$ cat config.mk
export PLATFORM = sky130hd
export DESIGN_NAME = jtag_host
export DESIGN_NICKNAME = d
export VERILOG_FILES = /design/src/rtl/jtag_host.sv
export SDC_FILE = /design/constraint.sdc
export NUM_CORES = 1
export LEC_CHECK = 0
export ABC_CLOCK_PERIOD_IN_PS = 3900
export CAP_MARGIN = 20
export CORE_ASPECT_RATIO = 0.9
export CORE_UTILIZATION = 57
export CTS_CLUSTER_DIAMETER = 100
export DETAILED_ROUTE_END_ITERATION = 6
export GPL_TIMING_DRIVEN = 0
export PLACE_DENSITY_LB_ADDON = 0.3
export SLEW_MARGIN = 25
export SYNTH_ARGS = -nofsm -noshare
export SYNTH_HDL_FRONTEND = slang
export SYNTH_SLANG_ARGS = --single-unit
$ cat constraint.sdc
create_clock -name clk -period 3.9 [get_ports clk]
set_input_delay 0.78 -clock clk [delete_from_list [all_inputs] [get_ports clk]]
set_output_delay 0.78 -clock clk [all_outputs]
set_load 0.005 [all_outputs]
$ cat src/rtl/jtag_host.sv
// jtag_host: JTAG initiator that walks the TAP through whole reset / IR / DR scans from a command port.
// TCK runs at CLK_DIV system clocks per half-period; TMS/TDI change only at the start of each low half.
module jtag_host #(
  parameter int CLK_DIV = 8
) (
  input  logic        clk,
  input  logic        rst,
  input  logic        cmd_valid,
  output logic        cmd_ready,
  input  logic [1:0]  cmd_op,
  input  logic [3:0]  cmd_len,
  input  logic [15:0] cmd_data,
  output logic        rsp_done,
  output logic [15:0] rsp_data,
  output logic        host_tck,
  output logic        host_tms,
  output logic        host_tdi,
  input  logic        host_tdo
);
  localparam logic [1:0] OP_RESET = 2'b00;
  localparam logic [1:0] OP_IR    = 2'b01;
  localparam logic [1:0] OP_DR    = 2'b10;
  localparam logic [1:0] OP_RSVD  = 2'b11;

  typedef enum logic [1:0] {IDLE, RUN, DONE} state_t;
  state_t state, stateNext;

  logic [1:0]  op;
  logic [4:0]  len;
  logic [15:0] data;
  logic [7:0]  divCnt;
  logic        highHalf;
  logic [4:0]  tick;
  logic [4:0]  numTicks, pre;
  logic [3:0]  shiftIdx;
  logic        isShift, lastCnt, lastTick;
  logic [1:0]  firstBits, nextBits;

  // {tms, tdi} for tick k of a scan of l bits; the TAP is assumed to start in Run-Test/Idle.
  function automatic logic [1:0] tickBits(input logic [1:0] o, input logic [4:0] l,
                                          input logic [4:0] k, input logic [15:0] d);
    logic [4:0] p;
    logic [3:0] s;
    logic       tms, tdi;
    p   = (o == OP_IR) ? 5'd4 : 5'd3;
    s   = 4'(k - p);
    tms = 1'b0;
    tdi = 1'b0;
    if (o == OP_RESET) tms = (k < 5'd5);
    else if (k < p) tms = (k == 5'd0) || (k == 5'd1 && o == OP_IR);
    else if (k < p + l) begin
      tms = (s == 4'(l - 5'd1));
      tdi = d[s];
    end else tms = (k == p + l);
    return {tms, tdi};
  endfunction

  always_comb begin
    pre      = (op == OP_IR) ? 5'd4 : 5'd3;
    shiftIdx = 4'(tick - pre);
    isShift  = (op == OP_IR || op == OP_DR) && (tick >= pre) && (tick < pre + len);
    case (op)
      OP_RESET: numTicks = 5'd6;
      OP_IR:    numTicks = len + 5'd6;
      OP_DR:    numTicks = len + 5'd5;
      default:  numTicks = 5'd0;
    endcase
    lastCnt   = (divCnt == 8'(CLK_DIV - 1));
    lastTick  = (tick == numTicks - 5'd1);
    firstBits = tickBits(cmd_op, {1'b0, cmd_len} + 5'd1, 5'd0, cmd_data);
    nextBits  = tickBits(op, len, tick + 5'd1, data);
  end

  always_ff @(posedge clk or posedge rst) begin
    if (rst) state <= IDLE;
    else     state <= stateNext;
  end

  always_comb begin
    stateNext = state;
    cmd_ready = 1'b0;
    rsp_done  = 1'b0;
    case (state)
      IDLE: begin
        cmd_ready = 1'b1;
        if (cmd_valid) stateNext = RUN;
      end
      RUN:  if (numTicks == 5'd0 || (lastCnt && highHalf && lastTick)) stateNext = DONE;
      DONE: begin
        rsp_done  = 1'b1;
        stateNext = IDLE;
      end
      default: stateNext = IDLE;
    endcase
  end

  always_ff @(posedge clk or posedge rst) begin
    if (rst) begin
      op       <= '0;
      len      <= '0;
      data     <= '0;
      divCnt   <= '0;
      highHalf <= 1'b0;
      tick     <= '0;
      rsp_data <= '0;
      host_tck <= 1'b0;
      host_tms <= 1'b1;
      host_tdi <= 1'b0;
    end else if (state == IDLE) begin
      if (cmd_valid) begin
        op       <= cmd_op;
        len      <= {1'b0, cmd_len} + 5'd1;
        data     <= cmd_data;
        divCnt   <= '0;
        highHalf <= 1'b0;
        tick     <= '0;
        rsp_data <= '0;
        if (cmd_op != OP_RSVD) {host_tms, host_tdi} <= firstBits;
      end
    end else if (state == RUN && numTicks != 5'd0) begin
      if (!lastCnt) divCnt <= divCnt + 8'd1;
      else begin
        divCnt   <= '0;
        highHalf <= !highHalf;
        if (!highHalf) begin
          // Rising TCK edge: host_tdo here is the value from the preceding cycle.
          host_tck <= 1'b1;
          if (isShift) rsp_data[shiftIdx] <= host_tdo;
        end else begin
          host_tck <= 1'b0;
          tick     <= tick + 5'd1;
          if (!lastTick) {host_tms, host_tdi} <= nextBits;
        end
      end
    end
  end
endmodule

==> qor.yml, run 1 <==
global_route:
  grt_pass1_wl_mm: 17.3
  gr-total-overflow: 0
  track_usage: 0.298
  antenna_found_initial: 0
  grt_max_degree: 43
  grt_pass1_vias: 3627
yosys:
  seq_area_frac_synth: 0.356
  ys_warn_count: 0
  synth_mux_area_frac: 0.0405
  postSynth.asyncResetShare: 1.00
  synth_area_sq_um: 4080
  synthFlopType: "dfrtp_1"
  synth_simple_gate_area_frac: 0.193
  syn_area_per_cell_sq_um: 8.82
  synthAdderAreaFrac: 0.106
  synth_top_family_by_area: "compound AO/OA/AOI/OAI gates"
  synth-compound-area-share: 0.195
  ys_ff_latch: 58
  syn_nets: 522
  synth_cells: 462
  ys_types: 67
  synth_edf_count: 0
  synthXorXnorAreaFrac: 0.0666
drt:
  ant_nets: 0
  drc: 0
  vias: 3763
  vias_per_cell: 6.13
  firstDrtPassIters: 5
  wl_mm: 10.6
  drtIter0Drc: 378
  wl_per_cell_um: 17.3
cts:
  clock-sinks: 58
  clockBufferDepth: 2
  clkTransAtPathRegs_ps: 60
  cts_max_level: 3
  hold_buffers: 0
  insertion_delay_ps: 340
  numCtsBuffers: 9
  cts_tree: "done"
  root_buffer: "clkbuf_8"
setup_path:
  cp-endpoint: "host_tdi"
  required_ps: 4120
  path_max_fanout: 8
  r2r_setup_slack_ps: 240
  critical_path_class: "flip-flop to flip-flop"
  setup.worst_path.start: "tick[1]"
  crit_path_start_kind: "flip-flop"
  r2r-end: "host_tdi"
  arrival_ps: 3870
  cp-end-kind: "flip-flop"
  r2r_cells: 12
  r2r-start: "tick[1]"
power:
  comb_power_share: 0.634
  peakVddDrop_mv: 0.491
  p_seq_frac: 0.226
  p_clk_frac: 0.140
  p_sw_frac: 0.469
  p_total_w: 0.00389
  p_leak_nw: 2.19
  internal_power_w: 0.00207
  switchingPower_w: 0.00183
  power_density_nw_per_um2: 796
cells_and_area:
  syn2layout_area_growth_pct: 20.0
  layout_common_cells: "82 x nand2_1, 57 x dfrtp_1, 46 x clkdlybuf4s50_1"
  final_core_util: 0.727
  nets: 580
  final_common_cell: "nand2_1"
  antenna_cells: 0
  drive_gt1_frac: 0.0782
job:
  drv_cap: 0
timing:
  slew_headroom: 0.562
  tightest_slew_ps: 653
  finalCritPeriodShare: 0.937
  setup_violations: 0
  fmax_mhz: 274
  finalCriticalPeriod_ps: 3660
  skew_ps: 4.79
  hold_violations: 0
  drv_slew: 0
place:
  port_buffers: 46
  dpl.hpwl_mm: 7.90
  gp_congestion: 0.981
die:
  die_area_sq_um: 7490
  core_sq_um: 6730
  rows: 28
  initial_core_util: 0.606
  ios: 47
  die_y_um: 82.2
  die_x_um: 91.1
worst_hold_path:
  min_path_type: "flip-flop to flip-flop"
  hold_depth: 2
outcome:
  status: "finished clean"
area by class of cell:
| class | instances | area [sq um] |
|---|---|---|
| clock inverters | 3 | 40.0 |
| plain buffers | 17 | 81.3 |
| flip-flops and latches | 58 | 1450 |
| inverters | 24 | 97.6 |
| repair buffers | 47 | 480 |
| well taps | 90 | 113 |
| fillers | 519 | 1840 |
| multi-input cells | 363 | 2480 |
| clock buffers | 12 | 145 |
power groups by stage:
stage | clock network (W) | logic [W] | registers, W
after detailed placement | 0 | 0.00236 | 0.000886
after floorplan | 0 | 0.00180 | 0.000852
after CTS | 0.000545 | 0.00238 | 0.000875
after global placement | 0 | 0.00226 | 0.000875
after global routing | 0.000571 | 0.00270 | 0.000897
final | 0.000546 | 0.00247 | 0.000879
logic make-up (layout without fill, tap and decap cells):
| logic type | Yosys count | count (layout) |
|---|---|---|
| adder cells (fa/ha/maj) | 34 | 34 |
| AND/OR/NAND/NOR | 169 | 169 |
| multiplexers | 11 | 11 |
| XOR/XNOR | 31 | 31 |
| flip-flops | 58 | 58 |
| buffers and inverters | 41 | 103 |
| AO/OA/AOI/OAI | 118 | 118 |
cell usage after synthesis, types with 3 or more instances:
cell	number	area share
a21o_1	4	0.0074
a21oi_1	16	0.020
a31oi_1	6	0.0092
and2_1	4	0.0061
and3_1	4	0.0061
clkbuf_1	13	0.012
dfrtp_1	57	0.35
ha_1	33	0.10
inv_1	23	0.021
mux2i_1	6	0.015
mux4_2	4	0.022
nand2_1	82	0.076
nand2b_1	7	0.011
nand3_1	15	0.018
nand4_1	4	0.0061
nor2_1	19	0.017
nor2b_1	5	0.0077
nor3_1	11	0.014
nor4_1	4	0.0061
o2111ai_1	3	0.0064
o211ai_1	8	0.015
o21ai_0	46	0.056
o21bai_1	3	0.0055
or2_2	4	0.0061
xnor2_1	19	0.041
xor2_1	12	0.026
state kept, by name (all words and copies together) (netlist names), 2 cells and up:
signal and count:
data 16, rsp_data 16, divCnt 8, len 5, tick 5, op 2, state 2
per-stage QoR:
step | setup WS [ps] | cell area, sq um | std cells | hold WS, ps | setup TNS [ps]
after CTS | 7.56 | 4860 | 614 | 477 | 0
final | 245 | 4890 | 614 | 475 | 0
after detailed placement | -78.6 | 4670 | 599 | 461 | -92.5
after floorplan | 473 | 4080 | 462 | 440 | 0
after global placement | 21.4 | 4650 | 598 | 455 | 0
after global routing | -17.7 | 4890 | 614 | 505 | -17.7
per-layer routing:
layer	global-route usage	routed length [um]	vias to the layer above	part of all wire
li1	-	-	1757	-
met1	0.377	4630	1829	0.43
met2	0.495	5040	147	0.47
met3	0.0586	582	30	0.055
met4	0.152	389	0	0.037
met5	0	0	-	0
what timing repair did:
item | CTS | global route
setup buffers | 0 | 0
resized for setup | 2 | 8
endpoints found under the setup margin | 2 | 18
worst max-delay path, stage by stage, from the launching register on:
cell and delay (ps):
dfrtp_1 400, clkbuf_1 390, inv_1 120, ha_1 390
xor2_1 180, ha_1 280, clkbuf_1 320, mux4_2 570
nor2b_1 150, a211oi_1 220, a21oi_1 80, and3_1 170
mux2_4 250
worst min path at each step:
stage	endpoint	from	slack [ps]
after floorplan	data[14]	data[14]	440
after CTS	data[9]	data[9]	480
final	data[9]	data[9]	470
after detailed placement	data[9]	data[9]	460
after global placement	data[4]	data[4]	450
after global routing	data[9]	data[9]	510
(Power assumes the default switching activity.)
==> run 2: changes to the inputs <==
Settings changed: CORE_UTILIZATION 57 to 45.
==> qor.yml, run 2 (synthesized netlist as in run 1, its figures left out) <==
worst_hold_path:
  min_path_type: "flip-flop to flip-flop"
  hold_depth: 2
cts:
  clockBufferDepth: 2
  clock-sinks: 58
  insertion_delay_ps: 350
  hold_buffers: 0
  cts_max_level: 3
  numCtsBuffers: 9
  root_buffer: "clkbuf_8"
  clkTransAtPathRegs_ps: 70
  cts_tree: "done"
die:
  die_area_sq_um: 9440
  die_y_um: 92.3
  rows: 32
  core_sq_um: 8690
  initial_core_util: 0.469
  die_x_um: 102
  ios: 47
global_route:
  grt_max_degree: 46
  gr-total-overflow: 0
  track_usage: 0.237
  grt_pass1_wl_mm: 16.9
  grt_pass1_vias: 3439
  antenna_found_initial: 0
setup_path:
  cp-end-kind: "flip-flop"
  critical_path_class: "flip-flop to flip-flop"
  required_ps: 4180
  arrival_ps: 3910
  path_max_fanout: 12
  crit_path_start_kind: "flip-flop"
  r2r_cells: 18
cells_and_area:
  syn2layout_area_growth_pct: 22.9
  regArea_sq_um: 1450
  final_common_cell: "nand2_1"
  antenna_cells: 0
  nets: 583
  drive_gt1_frac: 0.100
  final_area_sq_um: 5010
  top_regs: "data: 16 flops, rsp_data: 16 flops, divCnt: 8 flops"
  layout_common_cells: "82 x nand2_1, 56 x dfrtp_1, 46 x clkdlybuf4s50_1"
  multi_input_area_sq_um: 2510
  fill_cells: 796
timing:
  hold_violations: 0
  setup_violations: 0
  finalCriticalPeriod_ps: 3640
  fmax_mhz: 275
  tightest_slew_ps: 743
  setup-tns-final_ps: 0
  slew_headroom: 0.500
  skew_ps: 7.83
  worst_slack_ps: 265
  grt_setup_unrepaired: "no"
  finalCritPeriodShare: 0.932
  drv_slew: 0
drt:
  vias: 3629
  drc: 0
  ant_nets: 0
  wl_mm: 10.3
  wl_per_cell_um: 15.9
  firstDrtPassIters: 5
  drtIter0Drc: 296
  vias_per_cell: 5.61
job:
  drv_cap: 0
place:
  port_buffers: 46
  dpl.hpwl_mm: 7.73
  dp_slack_ps: -150
  placed_area_sq_um: 4720
  gp_congestion: 0.909
outcome:
  status: "finished clean"
power:
  peakVddDrop_mv: 0.410
  p_leak_nw: 2.21
  power_density_nw_per_um2: 792
## run 2: changes by cell type in the layout (fill, tap and decap cells not counted), sizes merged
cell      change
clkinvlp      +3
buf           +3
clkbuf        -2
## run 2: worst max-delay path: stages, from the launching register on
cell and delay, ps:
dfrtp_1 380, inv_2 80, ha_4 210, inv_6 120, ha_1 180, inv_1 60
fa_2 370, o21ai_1 130, o311ai_1 120, xor2_1 210, ha_1 350, nand3_2 120
nor2_2 120, nand2_1 70, a31oi_2 220, o22ai_2 140, a2111oi_4 370, o311ai_2 150
a31oi_1 160
## run 2: power by group
group	switching, W	leakage, nW	internal, W
clock	0.000254	0.0945	0.000311
sequential	0.000117	0.764	0.000762
combinational	0.00148	1.35	0.00105
## run 2: stage by stage
| stage | hold WS (ps) | power [W] | util | instances |
|---|---|---|---|---|
| after floorplan | 440 | 0.00265 | - | 462 |
| after CTS | 474 | 0.00381 | 0.567 | 644 |
| after global placement | 456 | 0.00314 | 0.539 | 627 |
| final | 476 | 0.00397 | 0.577 | 647 |
| after global routing | 486 | 0.00428 | 0.577 | 647 |
| after detailed placement | 458 | 0.00322 | 0.543 | 628 |
## run 2: final timing paths
path | startpoint | end | slack [ps]
setup / recovery | op[1] | host_tms | 260
hold / removal | data[9] | data[9] | 480
setup reg to reg | op[1] | host_tms | 260
hold reg to reg | data[9] | data[9] | 480
max in group asynchronous | rst | op[0] | 2710
min in group asynchronous | rst | divCnt[0] | 700
## run 2: area by class of cell
| class | count | area share |
|---|---|---|
| plain buffers | 17 | 0.0162 |
| clock buffers | 10 | 0.0275 |
| clock inverters | 6 | 0.0132 |
| inverters | 24 | 0.0195 |
| multi-input cells | 363 | 0.502 |
| flip-flops and latches | 58 | 0.290 |
| well taps | 119 | 0.0297 |
| repair buffers | 50 | 0.102 |
## run 2: what timing repair did
item | 4_1_cts | 5_1_grt
endpoints found under the setup margin | 15 | 18
pin swaps | 0 | 4
gates resized for setup | 3 | 14
setup buffers | 0 | 3
## run 2: metal layers
layer  wire length, um  up-vias  part of all wire  track usage
met5                 0        -                 0            0
met3               543       22             0.053       0.0574
li1                  -     1776                 -            -
met2              4790      103              0.47        0.366
met1              4680     1728              0.46        0.320
met4               238        0             0.023       0.0905
